<file path="src/rtl/axi4stream_input_buffer_liyongda_if.sv">
// ---------------------------------------------------------------------------
// axi4stream_input_buffer_liyongda_if
//
// Purpose : bundles the AXI4-Stream receive side and the assembled-frame
//           valid/ready pair of the input buffer into one interface.
//
// Signals : tdata / tvalid / tlast / tready   - incoming packet stream
//           myBuffer / myBuffer_valid /
//           myBuffer_ready                    - assembled frame to the core
//
// Modports: slave  - the input buffer (stream sink, frame source)
//           master - the environment (stream source, frame sink)
// ---------------------------------------------------------------------------
interface axi4stream_input_buffer_liyongda_if #(
  parameter int PACKET_SIZE   = 8,
  parameter int MYBUFFER_SIZE = 40
);
  logic [PACKET_SIZE-1:0]   tdata;
  logic                     tvalid;
  logic                     tlast;
  logic                     tready;
  logic [MYBUFFER_SIZE-1:0] myBuffer;
  logic                     myBuffer_valid;
  logic                     myBuffer_ready;

  modport slave (
    input  tdata, tvalid, tlast, myBuffer_ready,
    output tready, myBuffer, myBuffer_valid
  );

  modport master (
    output tdata, tvalid, tlast, myBuffer_ready,
    input  tready, myBuffer, myBuffer_valid
  );
endinterface

</file>
<file path="src/rtl/axi4stream_input_buffer_liyongda.sv">
// ---------------------------------------------------------------------------
// axi4stream_input_buffer_liyongda
//
// Purpose : AXI4-Stream slave that deserializes a packet stream into one wide
//           frame of NROWS x ROW_LENGTH bits. Row 0 sits at the MSB end of
//           myBuffer. Each row takes BPR = ceil(ROW_LENGTH/PACKET_SIZE)
//           beats; the last beat of a row contributes only its low REM bits,
//           which land in the row's lowest bits.
//
// Ports   : aclk             - clock
//           areset           - asynchronous active-low reset
//           bus (slave)      - tdata/tvalid/tlast/tready stream in,
//                              myBuffer/myBuffer_valid/myBuffer_ready out
//           frame_error      - one-cycle pulse on a tlast mismatch
//           probe_state      - FSM state (0 FILL, 1 HOLD)
//           probe_beat_count - beat index within the current frame
//
// Option  : INPUT_BUFFER_DOUBLE_BUF_EN - when defined, a separate output
//           register decouples assembly from delivery so frames can stream
//           back-to-back; when undefined, the assembly register is the output
//           and the stream stalls while a frame is held.
// ---------------------------------------------------------------------------
module axi4stream_input_buffer_liyongda #(
  parameter int PACKET_SIZE   = 8,
  parameter int NROWS         = 2,
  parameter int ROW_LENGTH    = 20,
  parameter int MYBUFFER_SIZE = NROWS * ROW_LENGTH
) (
  input  logic                                  aclk,
  input  logic                                  areset,
  axi4stream_input_buffer_liyongda_if.slave     bus,
  output logic                                  frame_error,
  output logic [1:0]                            probe_state,
  output logic [15:0]                           probe_beat_count
);

  localparam int BPR   = (ROW_LENGTH + PACKET_SIZE - 1) / PACKET_SIZE;
  localparam int REM   = ROW_LENGTH - (BPR - 1) * PACKET_SIZE;
  localparam int COL_W = (BPR > 1) ? $clog2(BPR) : 1;
  localparam int ROW_W = (NROWS > 1) ? $clog2(NROWS) : 1;

  localparam logic [COL_W-1:0]         COL_LAST = COL_W'(BPR - 1);
  localparam logic [ROW_W-1:0]         ROW_LAST = ROW_W'(NROWS - 1);
  localparam logic [MYBUFFER_SIZE-1:0] PKT_MASK = MYBUFFER_SIZE'({PACKET_SIZE{1'b1}});
  localparam logic [MYBUFFER_SIZE-1:0] REM_MASK = MYBUFFER_SIZE'({REM{1'b1}});

  typedef enum logic [1:0] {
    ST_FILL = 2'd0,
    ST_HOLD = 2'd1
  } state_t;

  state_t                   state_r, state_next_s;
  logic [COL_W-1:0]         col_r, col_next_s;
  logic [ROW_W-1:0]         row_r, row_next_s;
  logic [15:0]              beat_cnt_r, beat_cnt_next_s;
  logic                     tready_r;
  logic                     frame_error_r, frame_error_next_s;
  logic [MYBUFFER_SIZE-1:0] asm_r, asm_next_s;
  logic                     out_valid_r, out_valid_next_s;
`ifdef INPUT_BUFFER_DOUBLE_BUF_EN
  logic [MYBUFFER_SIZE-1:0] out_r, out_next_s;
`endif

  logic xfer_s;
  logic last_beat_s;
  logic early_last_s;
  logic release_s;

  // Writes one beat into its slot of the frame. Masks are shifted rather
  // than part-selected so the row/column arithmetic stays in plain integers.
  function automatic logic [MYBUFFER_SIZE-1:0] place_beat(
    input logic [MYBUFFER_SIZE-1:0] frame,
    input logic [PACKET_SIZE-1:0]   data,
    input int                       row,
    input int                       col
  );
    logic [MYBUFFER_SIZE-1:0] wide_data;
    int                       shift;
    wide_data = MYBUFFER_SIZE'(data);
    if (col < BPR - 1) begin
      shift      = MYBUFFER_SIZE - row * ROW_LENGTH - (col + 1) * PACKET_SIZE;
      place_beat = (frame & ~(PKT_MASK << shift)) | (wide_data << shift);
    end else begin
      // Final beat of a row: only the low REM bits of tdata are kept.
      shift      = MYBUFFER_SIZE - (row + 1) * ROW_LENGTH;
      place_beat = (frame & ~(REM_MASK << shift)) | ((wide_data & REM_MASK) << shift);
    end
  endfunction

  // Handshake and frame-position decodes.
  always_comb begin
    xfer_s       = bus.tvalid & tready_r;
    last_beat_s  = (col_r == COL_LAST) && (row_r == ROW_LAST);
    early_last_s = xfer_s & bus.tlast & ~last_beat_s;
    release_s    = out_valid_r & bus.myBuffer_ready;
  end

  // Next-state, counter and buffer update logic.
  always_comb begin
    state_next_s       = state_r;
    col_next_s         = col_r;
    row_next_s         = row_r;
    beat_cnt_next_s    = beat_cnt_r;
    asm_next_s         = asm_r;
    frame_error_next_s = 1'b0;
    // A consumed frame clears valid unless a new frame is loaded below.
    out_valid_next_s   = out_valid_r & ~release_s;
`ifdef INPUT_BUFFER_DOUBLE_BUF_EN
    out_next_s         = out_r;
`endif
    case (state_r)
      ST_FILL: begin
        if (xfer_s) begin
          if (early_last_s) begin
            // Premature tlast: drop the partial frame and restart at beat 0.
            col_next_s         = '0;
            row_next_s         = '0;
            beat_cnt_next_s    = 16'd0;
            frame_error_next_s = 1'b1;
          end else begin
            asm_next_s = place_beat(asm_r, bus.tdata, int'(row_r), int'(col_r));
            if (last_beat_s) begin
              col_next_s         = '0;
              row_next_s         = '0;
              beat_cnt_next_s    = 16'd0;
              // Frame is still delivered when tlast is missing, but flagged.
              frame_error_next_s = ~bus.tlast;
`ifdef INPUT_BUFFER_DOUBLE_BUF_EN
              if (!out_valid_r || release_s) begin
                out_next_s       = asm_next_s;
                out_valid_next_s = 1'b1;
              end else begin
                // Output still occupied: park the frame and stall the stream.
                state_next_s     = ST_HOLD;
              end
`else
              state_next_s     = ST_HOLD;
              out_valid_next_s = 1'b1;
`endif
            end else begin
              beat_cnt_next_s = beat_cnt_r + 16'd1;
              if (col_r == COL_LAST) begin
                col_next_s = '0;
                row_next_s = row_r + ROW_W'(1);
              end else begin
                col_next_s = col_r + COL_W'(1);
              end
            end
          end
        end else begin
          state_next_s = ST_FILL;
        end
      end
      ST_HOLD: begin
        if (release_s) begin
          state_next_s = ST_FILL;
`ifdef INPUT_BUFFER_DOUBLE_BUF_EN
          out_next_s       = asm_r;
          out_valid_next_s = 1'b1;
`endif
        end else begin
          state_next_s = ST_HOLD;
        end
      end
      default: begin
        state_next_s = ST_FILL;
      end
    endcase
  end

  // State, counters, frame storage and registered outputs.
  always_ff @(posedge aclk or negedge areset) begin
    if (!areset) begin
      state_r       <= ST_FILL;
      col_r         <= '0;
      row_r         <= '0;
      beat_cnt_r    <= 16'd0;
      tready_r      <= 1'b0;
      frame_error_r <= 1'b0;
      asm_r         <= '0;
      out_valid_r   <= 1'b0;
`ifdef INPUT_BUFFER_DOUBLE_BUF_EN
      out_r         <= '0;
`endif
    end else begin
      state_r       <= state_next_s;
      col_r         <= col_next_s;
      row_r         <= row_next_s;
      beat_cnt_r    <= beat_cnt_next_s;
      // Ready tracks the state being entered so it drops on the completing edge.
      tready_r      <= (state_next_s == ST_FILL);
      frame_error_r <= frame_error_next_s;
      asm_r         <= asm_next_s;
      out_valid_r   <= out_valid_next_s;
`ifdef INPUT_BUFFER_DOUBLE_BUF_EN
      out_r         <= out_next_s;
`endif
    end
  end

  assign bus.tready         = tready_r;
  assign bus.myBuffer_valid = out_valid_r;
`ifdef INPUT_BUFFER_DOUBLE_BUF_EN
  assign bus.myBuffer       = out_r;
`else
  assign bus.myBuffer       = asm_r;
`endif
  assign frame_error        = frame_error_r;
  assign probe_state        = state_r;
  assign probe_beat_count   = beat_cnt_r;

endmodule

</file>
<file path="src/flat_wrapper.sv">
// flat-port wrapper written by rule: the top's interface ports become plain ports
module axi4stream_input_buffer_liyongda_flat 
#(
  parameter int PACKET_SIZE   = 8,
  parameter int NROWS         = 2,
  parameter int ROW_LENGTH    = 20,
  parameter int MYBUFFER_SIZE = NROWS * ROW_LENGTH
)
  (aclk, areset, frame_error, probe_state, probe_beat_count, bus_tdata, bus_tvalid, bus_tlast, bus_myBuffer_ready, bus_tready, bus_myBuffer, bus_myBuffer_valid);
  axi4stream_input_buffer_liyongda_if #(.PACKET_SIZE(PACKET_SIZE), .MYBUFFER_SIZE(MYBUFFER_SIZE)) bus_i ();
  input  logic aclk;
  input  logic areset;
  output logic frame_error;
  output logic [1:0] probe_state;
  output logic [15:0] probe_beat_count;
  input wire logic [$bits(bus_i.tdata)-1:0] bus_tdata;
  input wire logic [$bits(bus_i.tvalid)-1:0] bus_tvalid;
  input wire logic [$bits(bus_i.tlast)-1:0] bus_tlast;
  input wire logic [$bits(bus_i.myBuffer_ready)-1:0] bus_myBuffer_ready;
  output wire logic [$bits(bus_i.tready)-1:0] bus_tready;
  output wire logic [$bits(bus_i.myBuffer)-1:0] bus_myBuffer;
  output wire logic [$bits(bus_i.myBuffer_valid)-1:0] bus_myBuffer_valid;
  assign bus_i.tdata = bus_tdata;
  assign bus_i.tvalid = bus_tvalid;
  assign bus_i.tlast = bus_tlast;
  assign bus_i.myBuffer_ready = bus_myBuffer_ready;
  assign bus_tready = bus_i.tready;
  assign bus_myBuffer = bus_i.myBuffer;
  assign bus_myBuffer_valid = bus_i.myBuffer_valid;
  axi4stream_input_buffer_liyongda #(.PACKET_SIZE(PACKET_SIZE), .NROWS(NROWS), .ROW_LENGTH(ROW_LENGTH), .MYBUFFER_SIZE(MYBUFFER_SIZE)) u_core (.aclk(aclk), .areset(areset), .bus(bus_i), .frame_error(frame_error), .probe_state(probe_state), .probe_beat_count(probe_beat_count));
endmodule
</file>
<file path="config.mk">
export PLATFORM = sky130hd
export DESIGN_NAME = axi4stream_input_buffer_liyongda_flat
export DESIGN_NICKNAME = d
export VERILOG_FILES = /design/src/rtl/axi4stream_input_buffer_liyongda_if.sv /design/src/rtl/axi4stream_input_buffer_liyongda.sv /design/src/flat_wrapper.sv
export SDC_FILE = /design/constraint.sdc
export NUM_CORES = 1
export LEC_CHECK = 0
export BUFFER_PORTS_ARGS = -buffer_cell sky130_fd_sc_hd__buf_2
export CORE_UTILIZATION = 25
export DETAILED_ROUTE_END_ITERATION = 7
export HOLD_SLACK_MARGIN = 0.1
export PLACE_DENSITY = 0.44
export SYNTH_ARGS = -nofsm -noshare
export SYNTH_HDL_FRONTEND = slang
export SYNTH_SLANG_ARGS = --single-unit
export TNS_END_PERCENT = 20
</file>
<file path="constraint.sdc">
create_clock -name aclk -period 7.9 [get_ports aclk]
set_input_delay 1.58 -clock aclk [delete_from_list [all_inputs] [get_ports aclk]]
set_output_delay 1.58 -clock aclk [all_outputs]
set_load 0.05 [all_outputs]
</file>
==> out/qor.yml, run 1 <==
placed_design:
  routabilityCongestion: 0.794
  number_of_buffer_cells_added_on_primary_ports: 73
  post-dp-hpwl_microns: 7160
status:
  status: "finished, final reports clean"
grt:
  total_overflow_reported_by_the_global_router: 0
  globalRouteTotalUtil_pct: 14.7
  grt_pass1_vias: 2907
  grt_start_max_net_pins: 65
  first_pass_grt_wire_length_microns: 16400
  number_of_antenna_violations_at_the_first_check_in_global_routing: 0
die:
  ios: 74
  start_util_pct: 26.0
  design.core.area_sq_um: 13500
  fp.dieW_microns: 120
  die_y_microns: 120
  std_cell_rows: 42
  fp.dieArea_sq_um: 14500
sta:
  timing.fmax_mhz: 243
  max_slew.worst_pin.slew_ns: 1.06
  final_max_slew_viols: 0
  minimum_clock_period_after_layout_ns: 4.12
  slew_headroom_pct: 29.2
  post-route-period-util_pct: 52.1
  timing.clock.skew_ns: 0.0103
  hold_violations: 0
  timing.setup.tns_ns: 0
  setup_viol_count_final: 0
  setup_repair_after_global_routing_missed_its_margin: "no"
clock_network:
  clockRootBuffer: "clkbuf_16"
  cts_tree: "built"
  post-cts-setup-buffer-count: 0
  cts_buffer_depth: 2
  cts_num_sinks: 64
  holdBufCountCts: 0
  cts_buffers: 9
  worstSkewPairLatency_ns: 0.33
  cts_repair_resize_count: 0
  clock_tree.htree_level_count: 3
  clkSlewWorstSetupHoldPaths_ns: 0.06
critical_path:
  r2r_slack_ns: 4.49
  cpMaxStageDelayCell: "nor3_2"
  worst_setup_path_start_kind: "input port"
  timing.rr.start: "u_core.col_r[1]"
  crit_chain: "buf_2 > nand4bb_1 > nor3_2 > o311a_1 > mux2_1"
  cp-endpoint: "u_core.bus.myBuffer[30]"
  critical-path-max-stage-delay_ns: 1.14
  worstSetupPathType: "input port to flip-flop"
  worstPathArrival_ns: 4.33
  worstRegToRegCells: 8
  reg2reg_to: "u_core.bus.myBuffer[30]"
  crit_fanout: 21
  endpoint_kind: "flip-flop"
  worst_ep_required_time_ns: 8.11
  crit_start: "bus_tvalid"
final_layout:
  final_nets: 408
  area.growth.synth_to_final_pct: 24.5
  fraction_of_layout_instances_using_a_drive_strength_above_1_pct: 33.4
  antenna-diode-count: 0
  layout.core_utilization_pct: 32.4
synth:
  seq_area_frac_synth_pct: 45.8
  edff_count_synth: 0
  synth_top_family_by_area: "compound AO/OA/AOI/OAI gates"
  yosys.area_share.xor_xnor_pct: 2.18
  synth_cell_types: 57
  complex_gate_fraction_of_the_synthesized_area_pct: 23.4
  synthMuxAreaShare_pct: 8.37
  syn-instance-count: 318
  ys_warn_count: 0
  synth.avg_cell_area_sq_um: 11.0
  synth_async_sr_flop_share_pct: 100
  synth_ff_type: "dfrtp_1"
  synth.net_count: 339
  syn-cell-area_sq_um: 3500
  synth_seq_cells: 64
  synth_simple_gate_area_share_pct: 14.0
  synth-adder-area-share_pct: 2.86
pwr:
  p_leak_nw: 2.02
  vdd_ir_drop_max_v: 0.000139
  power.density_cell_area_nw_per_um2: 427
min_path:
  hold_path.class: "flip-flop to flip-flop"
detailed_routing:
  top_layer: "met4"
  vias_per_cell: 5.18
  antenna_violating_nets_post_route: 0
  totalWireLength_microns: 9990
  detail_route_met3_wl_microns: 533
  met2RoutedLength_microns: 4740
  route.layer.met1.wl_microns: 4610
  dr.pass1.iters: 4
  drc: 0
  drt_iter0_markers: 127
  via_count: 2945
  drt-wirelength-per-cell_microns: 17.6
run:
  maxCapViolCount: 0
## metal layers
layer | GRT usage (%) | vias to the layer above
li1 | - | 1394
met1 | 19.4 | 1458
met2 | 22.6 | 85
met3 | 4.10 | 8
met4 | 5.79 | 0
met5 | 0 | -
## Yosys cell counts, drive strengths merged, types with 3 or more instances
cell / count / area (sq um)
nand3: 12 / 75.1
o311a: 6 / 60.1
o21ai: 17 / 85.1
mux2: 26 / 293
xnor2: 5 / 51.3
clkbuf: 9 / 33.8
buf: 8 / 36.3
a22o: 5 / 43.8
dfrtp: 64 / 1600
nand2: 16 / 60.1
a31oi: 18 / 113
nand4: 3 / 18.8
nor3: 7 / 45.0
and4: 4 / 35.0
o311ai: 6 / 52.6
inv: 12 / 45.0
a221o: 5 / 50.1
a32o: 12 / 120
or2: 3 / 18.8
a41oi: 3 / 33.8
o211ai: 5 / 37.5
and3: 7 / 43.8
nor3b: 3 / 22.5
nor2: 11 / 41.3
ha: 8 / 100
o221a: 4 / 45.0
a21oi: 5 / 25.0
nor4: 6 / 52.6
a21o: 6 / 45.0
## critical path: cells and delay by family
family / cells / cell delay, ns
AOI/OAI and AO/OA: 1 / 0.44
muxes: 1 / 0.35
and+or+nand+nor: 2 / 1.87
buffers and inverters: 1 / 0.09
## cell type report
type | count | area [sq um]
Clock buffer | 9 | 225
Clock inverter | 7 | 103
Fill cell | 1398 | 9100
Inverter | 12 | 45.0
Multi-Input combinational cell | 225 | 1780
Sequential cell | 64 | 1600
Tap cell | 176 | 220
Timing Repair Buffer | 75 | 380
## worst min-delay path by stage
stage | startpoint | to | slack, ns | cells past startpoint
after floorplan | u_core.col_r[0] | u_core.col_r[0] | 0.63 | 2
after global placement | flip-flop | flip-flop | 0.47 | 1
after detailed placement | u_core.bus.myBuffer[31] | u_core.bus.myBuffer[31] | 0.47 | 1
after CTS | u_core.bus.myBuffer[31] | u_core.bus.myBuffer[31] | 0.49 | 1
after global routing | u_core.bus.myBuffer[31] | u_core.bus.myBuffer[31] | 0.49 | 1
final | u_core.bus.myBuffer[31] | u_core.bus.myBuffer[31] | 0.49 | 1
## cells by family after synthesis
| logic type | after synthesis |
|---|---|
| AOI/OAI and AO/OA | 101 |
| xor gates and xnor gates | 7 |
| adders and majority gates | 8 |
| buffers and inverters | 29 |
| DFF | 64 |
| muxes | 26 |
| other | 1 |
| and+or+nand+nor | 82 |
## per-stage QoR
step / setup WS, ns / cells / power [W] / instance area (sq um) / hold slack [ns]
after detailed placement: 3.41 / 552 / 0.00143 / 4030 / 0.472
after floorplan: 4.84 / 318 / 0.00121 / 3500 / 0.629
after global routing: 3.51 / 568 / 0.00197 / 4360 / 0.494
after global placement: 3.47 / 552 / 0.00143 / 4030 / 0.471
after CTS: 3.76 / 568 / 0.00188 / 4360 / 0.486
final: 3.78 / 568 / 0.00186 / 4360 / 0.485
## power breakdown
part / total, W / switching, W / leakage, nW / internal, W
logic: 0.000937 / 0.000665 / 1.05 / 0.000272
clock network: 0.000437 / 0.000158 / 0.157 / 0.000279
registers: 0.000488 / 0.0000724 / 0.820 / 0.000415
total: 0.00186 / 0.000895 / 2.02 / 0.000967
## cells in the final DEF (no fill, tap or decap), types with 3 or more instances in the layout
cell type	synthesis	routed
a21o_1	6	6
a21oi_1	5	5
a221o_1	5	5
a22o_1	5	5
a31oi_1	18	18
a32o_1	12	12
and3_1	7	7
and4_1	4	4
buf_2	5	73
clkbuf_16	0	9
dfrtp_1	64	64
ha_1	8	8
inv_1	11	11
mux2_1	6	6
mux2_2	20	20
nand2_1	16	16
nand3_1	9	9
nand3_2	3	3
nand4_1	3	3
nor2_1	11	11
nor3_1	5	5
nor3b_1	3	3
nor4_1	5	5
o211ai_1	5	5
o21ai_0	17	17
o221a_2	4	4
o311a_1	6	6
o311ai_0	4	4
xnor2_1	4	4
Note: power is estimated with default switching activity, not from simulation.
==> inputs of run 2 (changes only) <==
PLACE_DENSITY = 0.45   (was 0.44)
clock period = 3.5 ns   (was 7.9 ns; I/O delays follow)
==> out/qor.yml, run 2 (same netlist as run 1, synthesis figures left out) <==
status:
  status: "finished, final reports clean"  # unchanged
pwr:
  p_total_w: 0.00409  # was 0.00186 W
  p_sw_share_pct: 49.2  # was 48.1%
  switchingPower_w: 0.00201  # was 0.000895 W
  power.clock.fraction_pct: 20.6  # was 23.5%
  power_frac_seq_pct: 26.2  # about the same
  p_leak_nw: 2.04  # was 2.02 nW
  power.density_cell_area_nw_per_um2: 938  # was 427 nW/um^2
  total_internal_power_w: 0.00208  # was 0.000967 W
  share_comb_of_total_power_pct: 53.2  # was 50.3%
  vdd_ir_drop_max_v: 0.000394  # was 0.000139 V
die:
  ios: 74  # unchanged
  start_util_pct: 26.0  # unchanged
  std_cell_rows: 42  # unchanged
  fp.dieArea_sq_um: 14500  # unchanged
  design.core.area_sq_um: 13500  # unchanged
  die_y_microns: 120  # unchanged
  fp.dieW_microns: 120  # unchanged
detailed_routing:
  drt-wirelength-per-cell_microns: 17.2  # was 17.6 microns
  vias_per_cell: 5.15  # was 5.18
  dr.pass1.iters: 4  # unchanged
  drt_iter0_markers: 143  # was 127
  totalWireLength_microns: 9890  # was 9990 microns
  via_count: 2959  # was 2,945
  antenna_violating_nets_post_route: 0  # unchanged
  drc: 0  # unchanged
critical_path:
  crit_fanout: 11  # was 21
  worstSetupPathType: "flip-flop to flip-flop"  # was input port to flip-flop
  crit_chain: "inv_1 > ha_1 > inv_1 > ha_1 > xnor2_2 > nand3_2 > a311oi_4 > mux2_2"  # was buf_2 > nand4bb_1 > nor3_2 > o311a_1 > mux2_1
  cp.buffers_inverters: 2  # was 1
  worstPathArrival_ns: 3.30  # was 4.33 ns
  cpMaxStageDelayCell: "dfrtp_1"  # was nor3_2
  critical-path-max-stage-delay_ns: 0.56  # was 1.14 ns
  endpoint_kind: "flip-flop"  # unchanged
  worst_setup_path_start_kind: "flip-flop"  # was input port
  worst_ep_required_time_ns: 3.71  # was 8.11 ns
  worst_path_dominant_cell_family: "adder cells"  # was simple AND/OR/NAND/NOR gates
grt:
  grt_pass1_vias: 2929  # was 2,907
  grt_start_max_net_pins: 65  # unchanged
  total_overflow_reported_by_the_global_router: 0  # unchanged
  number_of_antenna_violations_at_the_first_check_in_global_routing: 0  # unchanged
  first_pass_grt_wire_length_microns: 16200  # was 16,400 microns
  globalRouteTotalUtil_pct: 14.4  # was 14.7%
clock_network:
  cts_num_sinks: 64  # unchanged
  clkSlewWorstSetupHoldPaths_ns: 0.06  # about the same
  cts_tree: "built"  # unchanged
  cts_buffers: 9  # unchanged
  cts_buffer_depth: 2  # unchanged
  clockRootBuffer: "clkbuf_16"  # unchanged
  worstSkewPairLatency_ns: 0.33  # about the same
  holdBufCountCts: 0  # unchanged
  clock_tree.htree_level_count: 3  # unchanged
  post-cts-setup-buffer-count: 0  # unchanged
  cts_repair_resize_count: 0  # unchanged
sta:
  minimum_clock_period_after_layout_ns: 3.09
  setup_repair_after_global_routing_missed_its_margin: "no"  # unchanged
  post-route-period-util_pct: 88.2
  hold_violations: 0  # unchanged
  final_max_slew_viols: 0  # unchanged
  max_slew.worst_pin.slew_ns: 0.841  # was 1.06 ns
  timing.clock.skew_ns: 0.00602  # was 0.0103 ns
  timing.fmax_mhz: 324
  slew_headroom_pct: 43.9  # was 29.2%
  setup_viol_count_final: 0  # unchanged
  timing.setup.tns_ns: 0  # unchanged
placed_design:
  post-dp-hpwl_microns: 7160  # about the same
  number_of_buffer_cells_added_on_primary_ports: 73  # unchanged
  routabilityCongestion: 0.829  # was 0.794
run:
  maxCapViolCount: 0  # unchanged
final_layout:
  most-common-layout-cells: "buf_2, dfrtp_1, mux2_2, a31oi_1, o21ai_0"  # unchanged
  filler_cell_count: 1428  # was 1,398
  final_nets: 415  # was 408
  area.growth.synth_to_final_pct: 24.7  # was 24.5%
  antenna-diode-count: 0  # unchanged
  fraction_of_layout_instances_using_a_drive_strength_above_1_pct: 34.6  # was 33.4%
  layout_commonest_cell: "buf_2"  # unchanged
  layout.core_utilization_pct: 32.4  # about the same
min_path:
  hold_path.class: "flip-flop to flip-flop"  # unchanged
[run 2: cell count changes in the layout (fill, tap and decap cells not counted), sizes merged]
cell,delta
buf,+7
bufinv,-2
clkinv,+2
clkbuf,+1
inv,-1
[run 2: per-stage QoR]
stage               instances  area, sq um  hold slack, ns  setup slack (ns)
floorplan                 318         3500           0.404             0.639
global placement          559         4080           0.463             0.524
detailed placement        559         4080           0.476             0.442
CTS                       575         4360           0.489             0.426
global route              575         4360           0.517             0.243
finish                    575         4360           0.484             0.414
[run 2: final timing paths]
kind,slack (ns),start,to,depth (start not counted)
max in group asynchronous,2.40,areset,u_core.bus.myBuffer[24],2
setup / recovery,0.41,u_core.col_r[1],u_core.bus.myBuffer[7],8
hold reg to reg,0.48,u_core.bus.myBuffer[30],u_core.bus.myBuffer[30],1
min in group asynchronous,0.56,areset,asynchronous set/reset pin,2
setup reg to reg,0.41,u_core.col_r[1],u_core.bus.myBuffer[7],8
hold / removal,0.48,u_core.bus.myBuffer[30],u_core.bus.myBuffer[30],1
[run 2: worst register-to-register path, delay by kind of cell, from the launching register on]
kind                       cells  cell delay, ns
AOI/OAI and AO/OA              1            0.44
xor gates and xnor gates       1            0.52
adders and majority gates      2            0.57
buffers and inverters          2            0.28
DFF                            1            0.56
muxes                          1            0.38
and+or+nand+nor                1            0.24
[run 2: final cells by class]
cell class	count	area, sq um	share of cell area (%)
clock buffer	10	239	5.48
multi-input combinational	225	1780	40.8
tap	176	220	5.05
inverter	12	45.0	1.03
timing repair buffer	82	433	9.92
sequential	64	1600	36.7
clock inverter	6	43.8	1.00
[run 2: layer usage]
| layer | global-route usage [%] | part of all wire (%) | vias to the layer above |
|---|---|---|---|
| li1 | - | - | 1402 |
| met1 | 18.7 | 46 | 1433 |
| met2 | 22.8 | 45 | 104 |
| met3 | 3.63 | 6.1 | 20 |
| met4 | 6.10 | 2.9 | 0 |
| met5 | 0 | 0 | - |
[run 2: power by group through the flow]
stage / clock [W] / sequential, W / combinational, W
3_3_place_gp: 0 / 0.00108 / 0.00217
4_1_cts: 0.000869 / 0.00108 / 0.00218
5_1_grt: 0.000902 / 0.00111 / 0.00233
2_1_floorplan: 0 / 0.00172 / 0.00101
3_5_place_dp: 0 / 0.00109 / 0.00218
6_report: 0.000844 / 0.00107 / 0.00218
==> inputs of run 3 (changes only) <==
PLACE_DENSITY = 0.44   (was 0.45)
clock period = 3.2 ns   (was 3.5 ns; I/O delays follow)
==> out/qor.yml, run 3 (same netlist as run 1, synthesis figures left out) <==
status:
  status: "finished, final reports clean"  # unchanged
critical_path:
  worst_ep_required_time_ns: 3.41  # was 3.71 ns
  worst_setup_path_start_kind: "flip-flop"  # unchanged
  crit_start: "u_core.col_r[0]"  # was u_core.col_r[1]
  worstPathArrival_ns: 3.03  # was 3.30 ns
  worstSetupPathType: "flip-flop to flip-flop"  # unchanged
  timing.rr.start: "u_core.col_r[0]"  # was u_core.col_r[1]
  crit_fanout: 8  # was 11
  endpoint_kind: "flip-flop"  # unchanged
min_path:
  hold_path.class: "input port to asynchronous set/reset pin"  # was flip-flop to flip-flop
final_layout:
  final_nets: 417  # was 415
  fraction_of_layout_instances_using_a_drive_strength_above_1_pct: 34.9  # was 34.6%
  most-common-layout-cells: "buf_2, dfrtp_1, mux2_2, a31oi_1, o21ai_0"  # unchanged
  layout_commonest_cell: "buf_2"  # unchanged
  area.growth.synth_to_final_pct: 26.3  # was 24.7%
  filler_cell_count: 1429  # was 1,428
  final_cell_area_sq_um: 4420  # was 4360 sq um
  antenna-diode-count: 0  # unchanged
  final_cells: 577  # was 575
placed_design:
  dpl.cell_count: 561  # was 559
  post-dp-hpwl_microns: 7380  # was 7160 microns
  number_of_buffer_cells_added_on_primary_ports: 73  # unchanged
  detailedPlace.worstSlack_ns: 0.385  # was 0.442 ns
  post_dp_cell_area_sq_um: 4110  # was 4080 sq um
  routabilityCongestion: 0.835  # was 0.829
die:
  start_util_pct: 26.0  # unchanged
  fp.dieW_microns: 120  # unchanged
  fp.dieArea_sq_um: 14500  # unchanged
  std_cell_rows: 42  # unchanged
  ios: 74  # unchanged
  design.core.area_sq_um: 13500  # unchanged
  die_y_microns: 120  # unchanged
sta:
  setup_viol_count_final: 0  # unchanged
  minimum_clock_period_after_layout_ns: 2.82  # was 3.09 ns
  worst_hold_slack_ns: 0.347  # was 0.484 ns
  timing.clock.skew_ns: 0.00574  # was 0.00602 ns
  timing.setup.tns_ns: 0  # unchanged
  post-route-period-util_pct: 88.2  # about the same
  setup_slack_ns: 0.379  # was 0.414 ns
  hold_violations: 0  # unchanged
  setup_repair_after_global_routing_missed_its_margin: "no"  # unchanged
  slew_headroom_pct: 46.8  # was 43.9%
  max_slew.worst_pin.slew_ns: 0.796  # was 0.841 ns
  final_max_slew_viols: 0  # unchanged
  timing.fmax_mhz: 354  # was 324 MHz
run:
  maxCapViolCount: 0  # unchanged
pwr:
  power.density_cell_area_nw_per_um2: 1040  # was 938 nW/um^2
  p_leak_nw: 2.05  # was 2.04 nW
  vdd_ir_drop_max_v: 0.000336  # was 0.000394 V
clock_network:
  cts_repair_resize_count: 0  # unchanged
  clockRootBuffer: "clkbuf_16"  # unchanged
  post-cts-setup-buffer-count: 0  # unchanged
  clkSlewWorstSetupHoldPaths_ns: 0.06  # about the same
  holdBufCountCts: 0  # unchanged
  cts_tree: "built"  # unchanged
  cts_buffer_depth: 2  # unchanged
  cts_num_sinks: 64  # unchanged
  worstSkewPairLatency_ns: 0.33  # about the same
  clock_tree.htree_level_count: 3  # unchanged
  cts_buffers: 9  # unchanged
detailed_routing:
  via_count: 2941  # was 2,959
  drt_iter0_markers: 136  # was 143
  vias_per_cell: 5.10  # was 5.15
  drt-wirelength-per-cell_microns: 17.4  # was 17.2 microns
  dr.pass1.iters: 4  # unchanged
  antenna_violating_nets_post_route: 0  # unchanged
  totalWireLength_microns: 10000  # was 9890 microns
  drc: 0  # unchanged
grt:
  grt_start_max_net_pins: 38  # was 65
  first_pass_grt_wire_length_microns: 16100  # was 16,200 microns
  total_overflow_reported_by_the_global_router: 0  # unchanged
  globalRouteTotalUtil_pct: 14.5  # was 14.4%
  grt_pass1_vias: 2897  # was 2,929
  number_of_antenna_violations_at_the_first_check_in_global_routing: 0  # unchanged
-- run 3: cell count changes in the layout (fill, tap and decap cells not counted) --
cell	delta
clkinvlp_4	+3
clkinv_2	-2
buf_12	+1
buf_4	+1
bufinv_16	+1
clkinv_4	-1
inv_6	-1
-- run 3: final timing paths --
path | slack (ns) | endpoint | depth (start not counted)
worst max register to register | 0.38 | u_core.bus.myBuffer[31] | 8
worst min-delay path | 0.35 | asynchronous set/reset pin | 1
min in group aclk | 0.49 | u_core.bus.myBuffer[31] | 1
worst max-delay path | 0.38 | u_core.bus.myBuffer[31] | 8
worst min register to register | 0.49 | u_core.bus.myBuffer[31] | 1
max in group asynchronous | 2.20 | u_core.probe_beat_count[12] | 2
-- run 3: final cells by class --
class / instances / area, sq um / share of cell area, %
tap: 176 / 220 / 4.99
clock buffer: 10 / 239 / 5.41
multi-input combinational: 225 / 1780 / 40.3
inverter: 12 / 45.0 / 1.02
sequential: 64 / 1600 / 36.3
clock inverter: 6 / 68.8 / 1.56
timing repair buffer: 84 / 460 / 10.4
-- run 3: per-stage QoR --
stage / util (%) / total power (W)
after floorplan: - / 0.00299
after detailed placement: 30.5 / 0.00362
after CTS: 32.8 / 0.00465
final: 32.8 / 0.00460
after global placement: 30.5 / 0.00360
after global routing: 32.8 / 0.00485
-- run 3: routing by layer --
layer / vias up / share of wire, % / global-route usage (%)
met5: - / 0 / 0
met4: 0 / 1.2 / 4.63
met3: 6 / 4.7 / 3.44
met2: 76 / 47 / 23.4
met1: 1452 / 47 / 19.0
li1: 1407 / - / -
-- run 3: power by group --
group / internal, W / switching, W / total, W
logic: 0.000731 / 0.00169 / 0.00242
clock network: 0.000625 / 0.000381 / 0.00101
registers: 0.00103 / 0.000144 / 0.00117
total: 0.00238 / 0.00222 / 0.00460
-- run 3: worst max-delay path: stages, from the launching register on --
cell and delay (ns):
dfrtp_1 0.39, inv_1 0.11, ha_1 0.29, inv_1 0.04, ha_1 0.23, xor2_2 0.23
nor3b_1 0.69, o311a_1 0.36, mux2_1 0.34
